<file path="src/rtl/ras_pkg.sv">
// Shared types, constants and helpers for the return-address-stack control stage.
package ras_pkg;

    localparam int PC_W = 32;

    localparam logic [2:0] RET_STEP_C = 3'd2;
    localparam logic [2:0] RET_STEP_N = 3'd4;

    typedef struct packed {
        logic push;
        logic pop;
        logic branch;
        logic close_valid;
        logic close_invalid;
    } ras_cmd_t;

    localparam ras_cmd_t RAS_CMD_IDLE = ras_cmd_t'(5'b00000);

    function automatic logic [2:0] ret_step(input logic is_c);
        return is_c ? RET_STEP_C : RET_STEP_N;
    endfunction

    function automatic logic [PC_W-1:0] ret_addr(input logic [PC_W-1:0] pc, input logic is_c);
        return pc + {{(PC_W-3){1'b0}}, ret_step(is_c)};
    endfunction

endpackage

</file>
<file path="src/rtl/ras_ctrl_if.sv">
// Fetch/backend/ras-facing bundle of ras_ctrl. RAS_CTRL_STATS_EN adds the statistics outputs.
interface ras_ctrl_if #(
    parameter int WIDTH         = 32,
    parameter int BRANCHES_ADDR = 4
);
    logic                   fetch_valid;
    logic                   fetch_is_call;
    logic                   fetch_is_ret;
    logic                   fetch_is_cond;
    logic                   fetch_is_c;
    logic [WIDTH-1:0]       fetch_pc;
    logic                   fetch_ready;
    logic                   resolve_valid;
    logic                   resolve_mispredict;
    logic                   ras_push;
    logic                   ras_pop;
    logic                   ras_branch;
    logic                   ras_close_valid;
    logic                   ras_close_invalid;
    logic [WIDTH-1:0]       ras_din;
    logic [WIDTH-1:0]       ras_dout;
    logic                   ras_empty;
    logic                   pred_valid;
    logic [WIDTH-1:0]       pred_target;
    logic [BRANCHES_ADDR:0] spec_depth;
`ifdef RAS_CTRL_STATS_EN
    logic [15:0]            stat_empty_pops;
    logic [15:0]            stat_flushes;
`endif

    modport master (
        output fetch_valid, fetch_is_call, fetch_is_ret, fetch_is_cond, fetch_is_c, fetch_pc,
        output resolve_valid, resolve_mispredict, ras_dout, ras_empty,
        input  fetch_ready, ras_push, ras_pop, ras_branch, ras_close_valid, ras_close_invalid,
        input  ras_din, pred_valid, pred_target, spec_depth
`ifdef RAS_CTRL_STATS_EN
        , input stat_empty_pops, stat_flushes
`endif
    );

    modport slave (
        input  fetch_valid, fetch_is_call, fetch_is_ret, fetch_is_cond, fetch_is_c, fetch_pc,
        input  resolve_valid, resolve_mispredict, ras_dout, ras_empty,
        output fetch_ready, ras_push, ras_pop, ras_branch, ras_close_valid, ras_close_invalid,
        output ras_din, pred_valid, pred_target, spec_depth
`ifdef RAS_CTRL_STATS_EN
        , output stat_empty_pops, stat_flushes
`endif
    );

endinterface

</file>
<file path="src/rtl/ras_spec_tracker.sv">
// Open-speculation depth counter; back-pressures conds so the ras branch fifo never overflows.
module ras_spec_tracker
    import ras_pkg::*;
#(
    parameter int MAXBRANCHES   = 16,
    parameter int BRANCHES_ADDR = 4
) (
    input  logic                   clk,
    input  logic                   rst,
    input  logic                   fetch_valid,
    input  logic                   fetch_is_cond,
    input  logic                   resolve_valid,
    input  logic                   resolve_mispredict,
    output logic                   fetch_ready,
    output logic                   resolve_ok,
    output logic                   flush,
    output logic [BRANCHES_ADDR:0] spec_depth
);
    localparam int DW = BRANCHES_ADDR + 1;
    localparam logic [DW-1:0] DEPTH_MAX  = DW'(MAXBRANCHES);
    localparam logic [DW-1:0] DEPTH_ZERO = {DW{1'b0}};
    localparam logic [DW-1:0] DEPTH_ONE  = {{(DW-1){1'b0}}, 1'b1};

    logic [DW-1:0] depth_r;
    logic [DW-1:0] depth_next_s;
    logic          full_s;
    logic          resolve_any_s;
    logic          accept_cond_s;

    // Resolution qualification, ready generation and next depth; a resolve at depth 0 is ignored.
    always_comb begin
        full_s        = (depth_r == DEPTH_MAX);
        resolve_any_s = resolve_valid && (depth_r != DEPTH_ZERO);
        flush         = resolve_any_s && resolve_mispredict;
        resolve_ok    = resolve_any_s && !resolve_mispredict;
        fetch_ready   = !(fetch_is_cond && full_s && !resolve_valid);
        accept_cond_s = fetch_valid && fetch_ready && fetch_is_cond && !flush;
        depth_next_s  = depth_r;
        case ({flush, accept_cond_s, resolve_ok})
            3'b010:  depth_next_s = depth_r + DEPTH_ONE;
            3'b001:  depth_next_s = depth_r - DEPTH_ONE;
            3'b000,
            3'b011:  depth_next_s = depth_r;
            default: depth_next_s = DEPTH_ZERO;
        endcase
    end

    // Depth register.
    always_ff @(posedge clk or posedge rst) begin
        if (rst) begin
            depth_r <= DEPTH_ZERO;
        end else begin
            depth_r <= depth_next_s;
        end
    end

    assign spec_depth = depth_r;

    a_no_resolve_when_idle: assert property (@(posedge clk) disable iff (rst)
        !(resolve_valid && (depth_r == DEPTH_ZERO)));

endmodule

</file>
<file path="src/rtl/ras_ctrl.sv">
// Control stage in front of the return address stack: issues ras commands, tracks speculation,
// and turns popped stack data into a return-target prediction. RAS_CTRL_STATS_EN adds counters.
module ras_ctrl
    import ras_pkg::*;
#(
    parameter int WIDTH         = 32,
    parameter int MAXBRANCHES   = 16,
    parameter int BRANCHES_ADDR = 4
) (
    input  logic       clk,
    input  logic       rst,
    ras_ctrl_if.slave  bus
);
    logic                   fetch_ready_s;
    logic                   resolve_ok_s;
    logic                   flush_s;
    logic [BRANCHES_ADDR:0] spec_depth_s;
    logic                   fetch_ok_s;
    logic [WIDTH-1:0]       ret_addr_s;
    logic [WIDTH-1:0]       pred_target_s;
    ras_cmd_t               cmd_next_s;
    ras_cmd_t               cmd_r;
    logic [WIDTH-1:0]       din_r;
    logic                   pend_pred_r;

    ras_spec_tracker #(
        .MAXBRANCHES   (MAXBRANCHES),
        .BRANCHES_ADDR (BRANCHES_ADDR)
    ) u_tracker (
        .clk                (clk),
        .rst                (rst),
        .fetch_valid        (bus.fetch_valid),
        .fetch_is_cond      (bus.fetch_is_cond),
        .resolve_valid      (bus.resolve_valid),
        .resolve_mispredict (bus.resolve_mispredict),
        .fetch_ready        (fetch_ready_s),
        .resolve_ok         (resolve_ok_s),
        .flush              (flush_s),
        .spec_depth         (spec_depth_s)
    );

    if (WIDTH == PC_W) begin : g_pkg_addr
        assign ret_addr_s = ret_addr(bus.fetch_pc, bus.fetch_is_c);
    end else begin : g_wide_addr
        assign ret_addr_s = bus.fetch_pc + WIDTH'(ret_step(bus.fetch_is_c));
    end

    // Command decode; a cond takes precedence over call/ret, a mispredict drops the fetch event.
    always_comb begin
        cmd_next_s = RAS_CMD_IDLE;
        fetch_ok_s = bus.fetch_valid && fetch_ready_s && !flush_s;
        if (fetch_ok_s) begin
            if (bus.fetch_is_cond) begin
                cmd_next_s.branch = 1'b1;
            end else begin
                cmd_next_s.push = bus.fetch_is_call;
                cmd_next_s.pop  = bus.fetch_is_ret;
            end
        end else begin
            cmd_next_s = RAS_CMD_IDLE;
        end
        cmd_next_s.close_valid   = resolve_ok_s;
        cmd_next_s.close_invalid = flush_s;
    end

    // Command/data registers and the pending-prediction flag set while a pop is on the bus.
    always_ff @(posedge clk or posedge rst) begin
        if (rst) begin
            cmd_r       <= RAS_CMD_IDLE;
            din_r       <= {WIDTH{1'b0}};
            pend_pred_r <= 1'b0;
        end else begin
            cmd_r <= cmd_next_s;
            if (cmd_next_s.push) begin
                din_r <= ret_addr_s;
            end
            pend_pred_r <= cmd_r.pop && !bus.ras_empty && !flush_s;
        end
    end

    // Stack read data arrives one cycle after the pop and is forwarded only while pending.
    always_comb begin
        pred_target_s = {WIDTH{1'b0}};
        if (pend_pred_r) begin
            pred_target_s = bus.ras_dout;
        end else begin
            pred_target_s = {WIDTH{1'b0}};
        end
    end

    assign bus.fetch_ready       = fetch_ready_s;
    assign bus.ras_push          = cmd_r.push;
    assign bus.ras_pop           = cmd_r.pop;
    assign bus.ras_branch        = cmd_r.branch;
    assign bus.ras_close_valid   = cmd_r.close_valid;
    assign bus.ras_close_invalid = cmd_r.close_invalid;
    assign bus.ras_din           = din_r;
    assign bus.pred_valid        = pend_pred_r;
    assign bus.pred_target       = pred_target_s;
    assign bus.spec_depth        = spec_depth_s;

`ifdef RAS_CTRL_STATS_EN
    logic [15:0] empty_pops_r;
    logic [15:0] flushes_r;

    // Saturating event counters.
    always_ff @(posedge clk or posedge rst) begin
        if (rst) begin
            empty_pops_r <= 16'd0;
            flushes_r    <= 16'd0;
        end else begin
            if (cmd_r.pop && bus.ras_empty && (empty_pops_r != 16'hFFFF)) begin
                empty_pops_r <= empty_pops_r + 16'd1;
            end
            if (cmd_r.close_invalid && (flushes_r != 16'hFFFF)) begin
                flushes_r <= flushes_r + 16'd1;
            end
        end
    end

    assign bus.stat_empty_pops = empty_pops_r;
    assign bus.stat_flushes    = flushes_r;
`endif

endmodule

</file>
<file path="src/flat_wrapper.sv">
// flat-port wrapper written by rule: the top's interface ports become plain ports
module ras_ctrl_flat import ras_pkg::*;
#(
    parameter int WIDTH         = 32,
    parameter int MAXBRANCHES   = 16,
    parameter int BRANCHES_ADDR = 4
)
  (clk, rst, bus_fetch_valid, bus_fetch_is_call, bus_fetch_is_ret, bus_fetch_is_cond, bus_fetch_is_c, bus_fetch_pc, bus_resolve_valid, bus_resolve_mispredict, bus_ras_dout, bus_ras_empty, bus_fetch_ready, bus_ras_push, bus_ras_pop, bus_ras_branch, bus_ras_close_valid, bus_ras_close_invalid, bus_ras_din, bus_pred_valid, bus_pred_target, bus_spec_depth);
  ras_ctrl_if #(.WIDTH(WIDTH), .BRANCHES_ADDR(BRANCHES_ADDR)) bus_i ();
  input  logic clk;
  input  logic rst;
  input wire logic [$bits(bus_i.fetch_valid)-1:0] bus_fetch_valid;
  input wire logic [$bits(bus_i.fetch_is_call)-1:0] bus_fetch_is_call;
  input wire logic [$bits(bus_i.fetch_is_ret)-1:0] bus_fetch_is_ret;
  input wire logic [$bits(bus_i.fetch_is_cond)-1:0] bus_fetch_is_cond;
  input wire logic [$bits(bus_i.fetch_is_c)-1:0] bus_fetch_is_c;
  input wire logic [$bits(bus_i.fetch_pc)-1:0] bus_fetch_pc;
  input wire logic [$bits(bus_i.resolve_valid)-1:0] bus_resolve_valid;
  input wire logic [$bits(bus_i.resolve_mispredict)-1:0] bus_resolve_mispredict;
  input wire logic [$bits(bus_i.ras_dout)-1:0] bus_ras_dout;
  input wire logic [$bits(bus_i.ras_empty)-1:0] bus_ras_empty;
  output wire logic [$bits(bus_i.fetch_ready)-1:0] bus_fetch_ready;
  output wire logic [$bits(bus_i.ras_push)-1:0] bus_ras_push;
  output wire logic [$bits(bus_i.ras_pop)-1:0] bus_ras_pop;
  output wire logic [$bits(bus_i.ras_branch)-1:0] bus_ras_branch;
  output wire logic [$bits(bus_i.ras_close_valid)-1:0] bus_ras_close_valid;
  output wire logic [$bits(bus_i.ras_close_invalid)-1:0] bus_ras_close_invalid;
  output wire logic [$bits(bus_i.ras_din)-1:0] bus_ras_din;
  output wire logic [$bits(bus_i.pred_valid)-1:0] bus_pred_valid;
  output wire logic [$bits(bus_i.pred_target)-1:0] bus_pred_target;
  output wire logic [$bits(bus_i.spec_depth)-1:0] bus_spec_depth;
  assign bus_i.fetch_valid = bus_fetch_valid;
  assign bus_i.fetch_is_call = bus_fetch_is_call;
  assign bus_i.fetch_is_ret = bus_fetch_is_ret;
  assign bus_i.fetch_is_cond = bus_fetch_is_cond;
  assign bus_i.fetch_is_c = bus_fetch_is_c;
  assign bus_i.fetch_pc = bus_fetch_pc;
  assign bus_i.resolve_valid = bus_resolve_valid;
  assign bus_i.resolve_mispredict = bus_resolve_mispredict;
  assign bus_i.ras_dout = bus_ras_dout;
  assign bus_i.ras_empty = bus_ras_empty;
  assign bus_fetch_ready = bus_i.fetch_ready;
  assign bus_ras_push = bus_i.ras_push;
  assign bus_ras_pop = bus_i.ras_pop;
  assign bus_ras_branch = bus_i.ras_branch;
  assign bus_ras_close_valid = bus_i.ras_close_valid;
  assign bus_ras_close_invalid = bus_i.ras_close_invalid;
  assign bus_ras_din = bus_i.ras_din;
  assign bus_pred_valid = bus_i.pred_valid;
  assign bus_pred_target = bus_i.pred_target;
  assign bus_spec_depth = bus_i.spec_depth;
  ras_ctrl #(.WIDTH(WIDTH), .MAXBRANCHES(MAXBRANCHES), .BRANCHES_ADDR(BRANCHES_ADDR)) u_core (.clk(clk), .rst(rst), .bus(bus_i));
endmodule
</file>
<file path="config.mk">
export PLATFORM = sky130hd
export DESIGN_NAME = ras_ctrl_flat
export DESIGN_NICKNAME = d
export VERILOG_FILES = /design/src/rtl/ras_pkg.sv /design/src/rtl/ras_ctrl_if.sv /design/src/rtl/ras_spec_tracker.sv /design/src/rtl/ras_ctrl.sv /design/src/flat_wrapper.sv
export SDC_FILE = /design/constraint.sdc
export NUM_CORES = 1
export LEC_CHECK = 0
export BUFFER_PORTS_ARGS = -buffer_cell sky130_fd_sc_hd__buf_2
export CAP_MARGIN = 10
export CORE_MARGIN = 2
export CORE_UTILIZATION = 50
export CTS_BUF_LIST = sky130_fd_sc_hd__clkbuf_4
export CTS_CLUSTER_SIZE = 24
export DETAILED_ROUTE_END_ITERATION = 7
export PLACE_DENSITY_LB_ADDON = 0.1
export RECOVER_POWER = 100
export SYNTH_ARGS = -nofsm -noshare
export SYNTH_HDL_FRONTEND = slang
export SYNTH_HIERARCHICAL = 1
export SYNTH_SLANG_ARGS = --single-unit
</file>
<file path="constraint.sdc">
create_clock -name clk -period 4.6 [get_ports clk]
set_input_delay 0.23 -clock clk [delete_from_list [all_inputs] [get_ports clk]]
set_output_delay 0.23 -clock clk [all_outputs]
set_load 0.03 [all_outputs]
</file>
==> flow_summary.html, run 1 <==
<table>
<tr><th>Metric</th><th>Value</th></tr>
<tr><th colspan="2">GRT</th></tr>
<tr><td>Number of antenna violations at the first check in global routing</td><td>0</td></tr>
<tr><td>Via count of the first global-routing pass</td><td>about 2600</td></tr>
<tr><td>Wire length of the first global-routing pass</td><td>roughly 12000 microns</td></tr>
<tr><td>Largest net degree at the start of global routing</td><td>63</td></tr>
<tr><td>GRT Residual Overflow</td><td>0</td></tr>
<tr><td>Combined global-route utilization of all metal layers</td><td>a little under a quarter</td></tr>
<tr><th colspan="2">Cells and area</th></tr>
<tr><td>Area added between synthesis and finish</td><td>27.54%</td></tr>
<tr><td>Final design instance area without fill</td><td>0.003488 sq mm</td></tr>
<tr><td>Most common library cell in the layout ignoring fill and taps</td><td>sky130_fd_sc_hd__buf_2</td></tr>
<tr><td>Diode count</td><td>0</td></tr>
<tr><td>Share of layout cells above drive strength 1</td><td>27.50%</td></tr>
<tr><td>Commonest non-fill, non-tap cells in the layout</td><td>sky130_fd_sc_hd__buf_2 (86), sky130_fd_sc_hd__clkbuf_1 (63), sky130_fd_sc_hd__nand2_1 (44), sky130_fd_sc_hd__dfrtp_1 (43), sky130_fd_sc_hd__o21ai_0 (32)</td></tr>
<tr><td>Nets@finish</td><td>520</td></tr>
<tr><th colspan="2">Power</th></tr>
<tr><td>Part of the total power dissipated in sequential elements</td><td>40.4%</td></tr>
<tr><td>Max VDD drop</td><td>278.8 uV</td></tr>
<tr><td>Sw frac</td><td>47.14%</td></tr>
<tr><td>Power per standard cell area</td><td>403.6 mW/mm^2</td></tr>
<tr><td>Internal portion of total power</td><td>~740 uW</td></tr>
<tr><td>Switching power summed over all nets</td><td>roughly 660 uW</td></tr>
<tr><td>Leakage power total</td><td>between 1.5 and 2 nW</td></tr>
<tr><td>Gate power share</td><td>a little under half</td></tr>
<tr><td>Clock power frac</td><td>13.4%</td></tr>
<tr><th colspan="2">Synthesis</th></tr>
<tr><td>Number of library cell types mapped by synthesis</td><td>43</td></tr>
<tr><td>Mean instance size in the synthesized netlist</td><td>9.399 sq um</td></tr>
<tr><td>Number of enable flip-flop cells after synthesis</td><td>0</td></tr>
<tr><td>Post-synthesis instance total</td><td>291</td></tr>
<tr><td>Ys flop type</td><td>sky130_fd_sc_hd__dfrtp_1</td></tr>
<tr><td>Proportion of synthesized chip area in sequential cells</td><td>39.34%</td></tr>
<tr><td>Net count of the mapped netlist</td><td>372</td></tr>
<tr><td>Post-synth ARST share</td><td>100.0%</td></tr>
<tr><td>Post-synthesis register bit count</td><td>43</td></tr>
<tr><td>Mapped cell area</td><td>roughly 0.0027 sq mm</td></tr>
<tr><td>Synth warnings</td><td>6</td></tr>
<tr><th colspan="2">Timing</th></tr>
<tr><td>Total of endpoints with negative setup slack in the final report</td><td>0</td></tr>
<tr><td>Final TNS setup</td><td>0 ns</td></tr>
<tr><td>Time the worst path needs with I/O delays and setup</td><td>2.933 ns</td></tr>
<tr><td>Highest clock rate</td><td>0.3409 GHz</td></tr>
<tr><td>Number of hold violations in the final report</td><td>0</td></tr>
<tr><td>Fin crit share</td><td>between 60% and 70%</td></tr>
<tr><td>Final Max Slew Viols</td><td>39</td></tr>
<tr><td>Slew at the pin closest to its max-slew limit</td><td>2.078 ns</td></tr>
<tr><td>Unrepaired setup endpoints after global routing</td><td>no</td></tr>
<tr><td>Clock tree skew after final layout</td><td>0.008792 ns</td></tr>
<tr><td>Max_slew headroom</td><td>-38.53%</td></tr>
<tr><th colspan="2">Die</th></tr>
<tr><td>Core area</td><td>0.005205 sq mm</td></tr>
<tr><td>Top-Level Pins</td><td>150</td></tr>
<tr><td>Die Footprint</td><td>0.006078 sq mm</td></tr>
<tr><td>Starting density of the core</td><td>around 53%</td></tr>
<tr><td>Standard-cell row count</td><td>26</td></tr>
<tr><td>Horizontal extent of the die</td><td>77.96 microns</td></tr>
<tr><td>Height of the die</td><td>a little under 80 microns</td></tr>
<tr><th colspan="2">Worst setup path</th></tr>
<tr><td>Worst Path Max Fanout</td><td>6</td></tr>
<tr><td>Critical path data required time</td><td>4.81 ns</td></tr>
<tr><td>R2r worst-path depth</td><td>10</td></tr>
<tr><td>WS Path Type</td><td>reg2reg</td></tr>
<tr><td>Crit path DAT</td><td>3.14 ns</td></tr>
<tr><td>Setup crit start kind</td><td>register</td></tr>
<tr><td>Element type at the critical path end</td><td>register</td></tr>
<tr><th colspan="2">Clocking</th></tr>
<tr><td>Root buffer selected by CTS</td><td>sky130_fd_sc_hd__clkbuf_4</td></tr>
<tr><td>Later-pin clock latency in the skew report</td><td>0.35 ns</td></tr>
<tr><td>Clock sinks</td><td>43</td></tr>
<tr><td>Clock transition at the registers of the reported paths</td><td>0.12 ns</td></tr>
<tr><td>Number of gates resized after cts</td><td>0</td></tr>
<tr><td>Maximum level of the CTS H-tree</td><td>2</td></tr>
<tr><td>Number of buffers created by CTS</td><td>5</td></tr>
<tr><td>Clk buf depth</td><td>2</td></tr>
<tr><td>Post-cts hold buffer count</td><td>1</td></tr>
<tr><td>Post-CTS setup buffer count</td><td>0</td></tr>
<tr><td>TritonCTS clock tree</td><td>built</td></tr>
<tr><th colspan="2">Outcome</th></tr>
<tr><td>Violated checks</td><td>max-capacitance violations, max-slew violations</td></tr>
<tr><td>Outcome</td><td>complete, but fails checks</td></tr>
<tr><th colspan="2">Drt</th></tr>
<tr><td>Via density</td><td>approximately 5</td></tr>
<tr><td>Detailed Route WL</td><td>7137 microns</td></tr>
<tr><td>Number of nets still failing antenna checks after routing</td><td>0</td></tr>
<tr><td>DRC violations left</td><td>0</td></tr>
<tr><td>Amount of wire on met2 after detailed routing</td><td>3624 microns</td></tr>
<tr><td>DR top layer</td><td>met4</td></tr>
<tr><td>Number of DRC violations after detailed-routing iteration 0</td><td>66</td></tr>
<tr><td>Wire length on met3</td><td>between 500 and 600 microns</td></tr>
<tr><td>Wire length on met1</td><td>between 2000 and 3000 microns</td></tr>
<tr><td>First-pass iteration count of the detailed router</td><td>4</td></tr>
<tr><td>Routed length per placed instance</td><td>13.99 microns</td></tr>
<tr><td>Vias after detailed routing</td><td>2587</td></tr>
<tr><th colspan="2">Place</th></tr>
<tr><td>Detailed Place HPWL</td><td>5597 microns</td></tr>
<tr><td>Port Buffers</td><td>149</td></tr>
<tr><td>Placer Congestion</td><td>0.8244</td></tr>
<tr><td>Cell area after placement</td><td>between 0.003 and 0.004 sq mm</td></tr>
<tr><th colspan="2">Hold path</th></tr>
<tr><td>HP Class</td><td>in2reg</td></tr>
<tr><td>Depth of the worst hold-timing path</td><td>2</td></tr>
<tr><th colspan="2">Run</th></tr>
<tr><td>Number of maximum-capacitance constraint violations</td><td>1</td></tr>
</table>
==> cells by family (layout without fill, tap and decap cells) <==
kind of cell             after synthesis  after routing  share of synthesized area [%]
flip-flops                            43             43                          39.34
adder cells (fa/ha/maj)                7              7                          3.751
XOR/XNOR                              31             31                          9.927
multiplexers                           4              4                          2.058
buffers and inverters                 20            169                          3.522
AND/OR/NAND/NOR                      141            141                          32.02
AO/OA/AOI/OAI                         45             45                          9.378
==> flip-flops by register name, indices dropped and copies added (netlist names) <==
signal / flops
u_core/bus.pred_valid: 1
u_core/bus.ras_close_invalid: 1
u_core/bus.ras_close_valid: 1
u_core/bus.ras_din: 32
u_core/bus.ras_push: 1
u_core/bus.ras_branch: 1
u_core/bus.ras_pop: 1
u_core/u_tracker/spec_depth: 5
==> routing by layer <==
layer / global-route usage (%) / vias up
li1: - / 1294
met1: 27.75 / 1193
met2: 43.45 / 96
met3: 5.698 / 4
met4: 4.386 / 0
met5: 0 / -
==> power groups by stage <==
stage	clock network, mW	logic (mW)	registers (mW)
global placement	0	0.686	0.569
finish	0.189	0.651	0.569
detailed placement	0	0.704	0.575
floorplan	0	0.257	0.795
CTS	0.196	0.706	0.567
global route	0.210	0.707	0.584
==> Yosys cell counts, types with 2 or more instances <==
cell | instances | area share (%)
sky130_fd_sc_hd__a21o_1 | 2 | 0.55
sky130_fd_sc_hd__nor3_1 | 3 | 0.55
sky130_fd_sc_hd__xnor2_1 | 16 | 5.1
sky130_fd_sc_hd__and2_1 | 34 | 7.8
sky130_fd_sc_hd__and4_4 | 2 | 0.82
sky130_fd_sc_hd__nor4_1 | 2 | 0.46
sky130_fd_sc_hd__a21oi_1 | 4 | 0.73
sky130_fd_sc_hd__clkbuf_1 | 9 | 1.2
sky130_fd_sc_hd__o21ai_0 | 11 | 2.0
sky130_fd_sc_hd__nand2_1 | 45 | 6.2
sky130_fd_sc_hd__and3_1 | 2 | 0.46
sky130_fd_sc_hd__nand3_2 | 2 | 0.73
sky130_fd_sc_hd__mux2_2 | 3 | 1.2
sky130_fd_sc_hd__nand3_1 | 9 | 1.6
sky130_fd_sc_hd__nor2_1 | 9 | 1.2
sky130_fd_sc_hd__fa_1 | 2 | 1.5
sky130_fd_sc_hd__ha_1 | 5 | 2.3
sky130_fd_sc_hd__inv_1 | 10 | 1.4
sky130_fd_sc_hd__nor4_2 | 9 | 4.1
sky130_fd_sc_hd__xor2_1 | 15 | 4.8
sky130_fd_sc_hd__and4_1 | 2 | 0.64
sky130_fd_sc_hd__o21ai_1 | 22 | 4.0
sky130_fd_sc_hd__nor3b_1 | 2 | 0.55
sky130_fd_sc_hd__nand4_1 | 9 | 2.1
sky130_fd_sc_hd__a21oi_2 | 2 | 0.64
sky130_fd_sc_hd__dfrtp_1 | 43 | 39
==> worst paths after layout <==
kind	startpoint	end	slack, ns
worst max-delay path	u_core/u_tracker/spec_depth[1]	u_core/u_tracker/spec_depth[4]	1.67
worst min-delay path	bus_ras_empty	u_core/bus.pred_valid	0.04
worst max register to register	u_core/u_tracker/spec_depth[1]	u_core/u_tracker/spec_depth[4]	1.67
worst min register to register	u_core/bus.ras_din[30]	u_core/bus.ras_din[30]	0.50
max in group asynchronous	rst	u_core/bus.ras_close_valid	2.24
min in group asynchronous	rst	u_core/u_tracker/spec_depth[0]	0.33
==> through the flow <==
step	total power, mW	cells	hold WS [ns]	util [%]	setup WS [ns]
floorplan	1.052	291	0.008521	-	2.042
CTS	1.469	510	0.02775	68.92	1.751
detailed placement	1.278	501	0.1566	67.62	1.764
global placement	1.256	501	0.1505	67.62	1.852
finish	1.408	510	0.03948	67.02	1.667
global route	1.500	510	0.03608	67.02	1.361
==> worst max-delay path: stages, from the launching register on <==
cell,delay [ns]
sky130_fd_sc_hd__dfrtp_1,0.44
sky130_fd_sc_hd__or4_1,0.25
sky130_fd_sc_hd__nor2_1,0.10
sky130_fd_sc_hd__nor3_1,0.57
sky130_fd_sc_hd__inv_1,0.12
sky130_fd_sc_hd__fa_1,0.42
sky130_fd_sc_hd__nand2b_1,0.16
sky130_fd_sc_hd__a21oi_1,0.28
sky130_fd_sc_hd__a21oi_1,0.12
sky130_fd_sc_hd__o21ai_0,0.18
sky130_fd_sc_hd__o221ai_1,0.16
==> layout make-up <==
| type | count | area (sq um) |
|---|---|---|
| Inverter | 10 | 37.54 |
| Timing Repair Buffer | 151 | 680.7 |
| Multi-Input combinational cell | 228 | 1549 |
| Clock inverter | 1 | 5.005 |
| Fill cell | 497 | 1717 |
| Clock buffer | 7 | 52.55 |
| Tap cell | 70 | 87.58 |
| Sequential cell | 43 | 1076 |
No activity file was read; power rests on OpenSTA's default activity.
==> inputs of run 2 (changes only) <==
- CORE_UTILIZATION: 50 -> 42
- clock period: 4.6 -> 2.45 ns (I/O delays scaled with it)
==> flow_summary.html, run 2 (same netlist as run 1, synthesis figures left out) <==
<table>
<tr><th>Metric</th><th>Value</th></tr>
<tr><th colspan="2">Place</th></tr>
<tr><td>Port Buffers</td><td>149 (unchanged)</td></tr>
<tr><td>Detailed Place HPWL</td><td>5546 microns (-0.90%)</td></tr>
<tr><td>Placer Congestion</td><td>0.8059 (-2.2%)</td></tr>
<tr><td>Cell area after placement</td><td>0.003581 sq mm (+1.7%)</td></tr>
<tr><th colspan="2">Worst setup path</th></tr>
<tr><td>Worst setup path startpoint</td><td>u_core/u_tracker/spec_depth[2]</td></tr>
<tr><td>Crit-path cells</td><td>or4_4 &gt; nor2_4 &gt; nor3_4 &gt; ha_1 &gt; nor2_1 &gt; a21oi_2 &gt; o21ba_2 &gt; o21ai_1 &gt; o221ai_1</td></tr>
<tr><td>Element type at the critical path end</td><td>register</td></tr>
<tr><td>Critical path data required time</td><td>2.68 ns (-2.13 ns)</td></tr>
<tr><td>Crit path DAT</td><td>2.55 ns (-0.59 ns)</td></tr>
<tr><td>Largest stage delay, worst path</td><td>0.58 ns (about the same)</td></tr>
<tr><td>Critical path depth in cells</td><td>9 (-1)</td></tr>
<tr><td>End point of the critical path</td><td>u_core/u_tracker/spec_depth[4]</td></tr>
<tr><td>Number of buffers and inverters on the critical path</td><td>0 (-1)</td></tr>
<tr><td>Setup crit start kind</td><td>register</td></tr>
<tr><td>Register-to-register setup slack</td><td>0.13 ns (-1.54 ns)</td></tr>
<tr><td>R2R Path Start</td><td>u_core/u_tracker/spec_depth[2]</td></tr>
<tr><td>WS Path Type</td><td>reg2reg</td></tr>
<tr><td>Kind of cell with the highest combined delay on the critical path</td><td>simple AND/OR/NAND/NOR gates</td></tr>
<tr><td>RR Endpoint</td><td>u_core/u_tracker/spec_depth[4]</td></tr>
<tr><td>R2r worst-path depth</td><td>9 (-1)</td></tr>
<tr><td>Worst Path Max Fanout</td><td>5 (-1)</td></tr>
<tr><td>CP max stage cell</td><td>sky130_fd_sc_hd__or4_4</td></tr>
<tr><th colspan="2">Timing</th></tr>
<tr><td>Total of endpoints with negative setup slack in the final report</td><td>0 (unchanged)</td></tr>
<tr><td>Final TNS setup</td><td>0 ns (unchanged)</td></tr>
<tr><td>Slew at the pin closest to its max-slew limit</td><td>0.9568 ns (-1.121 ns)</td></tr>
<tr><td>Max_slew headroom</td><td>36.21% (+75 points)</td></tr>
<tr><td>Time the worst path needs with I/O delays and setup</td><td>2.318 ns (-0.6148 ns)</td></tr>
<tr><td>Highest clock rate</td><td>0.4313 GHz (+27%)</td></tr>
<tr><td>Unrepaired setup endpoints after global routing</td><td>no</td></tr>
<tr><td>Final Max Slew Viols</td><td>0 (-100%)</td></tr>
<tr><td>Fin crit share</td><td>94.63% (+31 points)</td></tr>
<tr><td>Clock tree skew after final layout</td><td>0.009672 ns (+0.0008807 ns)</td></tr>
<tr><td>Number of hold violations in the final report</td><td>0 (unchanged)</td></tr>
<tr><td>Post-route worst hold slack</td><td>0.05153 ns (+0.01206 ns)</td></tr>
<tr><th colspan="2">Drt</th></tr>
<tr><td>Via density</td><td>4.863 (-4.1%)</td></tr>
<tr><td>Number of nets still failing antenna checks after routing</td><td>0 (unchanged)</td></tr>
<tr><td>First-pass iteration count of the detailed router</td><td>4 (unchanged)</td></tr>
<tr><td>Detailed Route WL</td><td>7035 microns (-1.4%)</td></tr>
<tr><td>Number of DRC violations after detailed-routing iteration 0</td><td>45 (-32%)</td></tr>
<tr><td>Routed length per placed instance</td><td>13.37 microns (-4.4%)</td></tr>
<tr><td>DRC violations left</td><td>0 (unchanged)</td></tr>
<tr><td>Vias after detailed routing</td><td>2558 (-1.1%)</td></tr>
<tr><th colspan="2">Cells and area</th></tr>
<tr><td>Nets@finish</td><td>529 (+1.7%)</td></tr>
<tr><td>Flip-flop count of the largest register after layout</td><td>32 (unchanged)</td></tr>
<tr><td>Most common library cell in the layout ignoring fill and taps</td><td>sky130_fd_sc_hd__buf_2</td></tr>
<tr><td>Diode count</td><td>0 (unchanged)</td></tr>
<tr><td>Final design instance area without fill</td><td>0.003633 sq mm (+4.2%)</td></tr>
<tr><td>Commonest non-fill, non-tap cells in the layout</td><td>sky130_fd_sc_hd__buf_2 (85), sky130_fd_sc_hd__clkbuf_1 (64), sky130_fd_sc_hd__nand2_1 (44), sky130_fd_sc_hd__dfrtp_1 (40), sky130_fd_sc_hd__o21ai_0 (32)</td></tr>
<tr><td>Share of layout cells above drive strength 1</td><td>30.29% (+2.8 points)</td></tr>
<tr><td>Area added between synthesis and finish</td><td>32.85%</td></tr>
<tr><th colspan="2">Clocking</th></tr>
<tr><td>Later-pin clock latency in the skew report</td><td>0.34 ns (about the same)</td></tr>
<tr><td>Root buffer selected by CTS</td><td>sky130_fd_sc_hd__clkbuf_4</td></tr>
<tr><td>Maximum level of the CTS H-tree</td><td>2 (unchanged)</td></tr>
<tr><td>Clock transition at the registers of the reported paths</td><td>0.12 ns (about the same)</td></tr>
<tr><td>Clk buf depth</td><td>2 (unchanged)</td></tr>
<tr><td>Number of buffers created by CTS</td><td>5 (unchanged)</td></tr>
<tr><td>Clock sinks</td><td>43 (unchanged)</td></tr>
<tr><td>TritonCTS clock tree</td><td>built</td></tr>
<tr><th colspan="2">GRT</th></tr>
<tr><td>Via count of the first global-routing pass</td><td>2417 (-5.7%)</td></tr>
<tr><td>Wire length of the first global-routing pass</td><td>11200 microns (-3.1%)</td></tr>
<tr><td>Combined global-route utilization of all metal layers</td><td>19.07% (-4.4 points)</td></tr>
<tr><td>Number of antenna violations at the first check in global routing</td><td>0 (unchanged)</td></tr>
<tr><td>Largest net degree at the start of global routing</td><td>63 (unchanged)</td></tr>
<tr><td>GRT Residual Overflow</td><td>0 (unchanged)</td></tr>
<tr><th colspan="2">Die</th></tr>
<tr><td>Height of the die</td><td>84.70 microns (+8.6%)</td></tr>
<tr><td>Starting density of the core</td><td>43.32% (-9.2 points)</td></tr>
<tr><td>Die Footprint</td><td>0.007174 sq mm (+18%)</td></tr>
<tr><td>Standard-cell row count</td><td>29 (+12%)</td></tr>
<tr><td>Horizontal extent of the die</td><td>84.70 microns (+8.6%)</td></tr>
<tr><td>Top-Level Pins</td><td>150 (unchanged)</td></tr>
<tr><td>Core area</td><td>0.006314 sq mm (+21%)</td></tr>
<tr><th colspan="2">Power</th></tr>
<tr><td>Max VDD drop</td><td>503.0 uV (+80%)</td></tr>
<tr><td>Leakage power total</td><td>1.624 nW (+2.8%)</td></tr>
<tr><td>Power per standard cell area</td><td>762.8 mW/mm^2 (+89%)</td></tr>
<tr><td>Overall power after layout</td><td>2.772 mW (+97%)</td></tr>
<tr><th colspan="2">Run</th></tr>
<tr><td>Number of maximum-capacitance constraint violations</td><td>0 (-1)</td></tr>
<tr><th colspan="2">Outcome</th></tr>
<tr><td>Outcome</td><td>finished clean</td></tr>
<tr><th colspan="2">Hold path</th></tr>
<tr><td>HP Class</td><td>in2reg</td></tr>
</table>
[run 2: cell type report]
type	instances	area [sq um]
Fill cell	604	2680
Clock buffer	7	52.55
Sequential cell	43	1080
Multi-Input combinational cell	228	1594
Timing Repair Buffer	160	768.2
Inverter	10	37.54
Clock inverter	1	5.005
Tap cell	77	96.34
[run 2: tightest hold or removal path, cell delays in order]
cell	delay (ns)
sky130_fd_sc_hd__buf_2	0.10
sky130_fd_sc_hd__nand2_1	0.08
sky130_fd_sc_hd__nor3b_1	0.05
[run 2: worst min-delay path by stage]
| stage | startpoint | endpoint | slack (ns) | cells past startpoint |
|---|---|---|---|---|
| floorplan | rst | u_core/u_tracker/spec_depth[0] | -0.1 | 1 |
| global placement | rst | u_core/u_tracker/spec_depth[0] | 0.04 | 2 |
| detailed placement | rst | u_core/u_tracker/spec_depth[0] | 0.05 | 2 |
| CTS | bus_fetch_valid | u_core/bus.ras_branch | 0.03 | 3 |
| global route | bus_fetch_valid | u_core/bus.ras_branch | 0.03 | 3 |
| finish | bus_fetch_valid | u_core/bus.ras_branch | 0.05 | 3 |
[run 2: what timing repair did]
| action | in CTS | in global routing |
|---|---|---|
| hold endpoints to repair | 46 | 0 |
| buffers inserted | 0 | 2 |
| gates resized for setup | 1 | 3 |
| hold buffers | 4 | 0 |
| pin swaps | 0 | 2 |
| setup endpoints to repair | 1 | 1 |
[run 2: per-layer routing]
layer	up-vias	part of all wire (%)	track usage, %
met5	-	0	0
met4	0	0.75	3.463
met3	5	7.7	4.621
met2	94	49	34.07
met1	1149	42	23.61
li1	1310	-	-
[run 2: where the power goes]
part	total (mW)	internal (mW)	switching (mW)
Combinational	1.37	0.426	0.941
Sequential	1.05	0.921	0.126
Clock	0.358	0.134	0.223
[run 2: stage by stage]
step           cells  utilization, %  worst slack [ns]
2_1_floorplan    291               -          0.005267
3_3_place_gp     512           56.72            0.1099
3_5_place_dp     512           56.72          -0.02360
4_1_cts          524           58.32           0.04029
5_1_grt          526           57.55          0.009350
6_report         526           57.55            0.1315
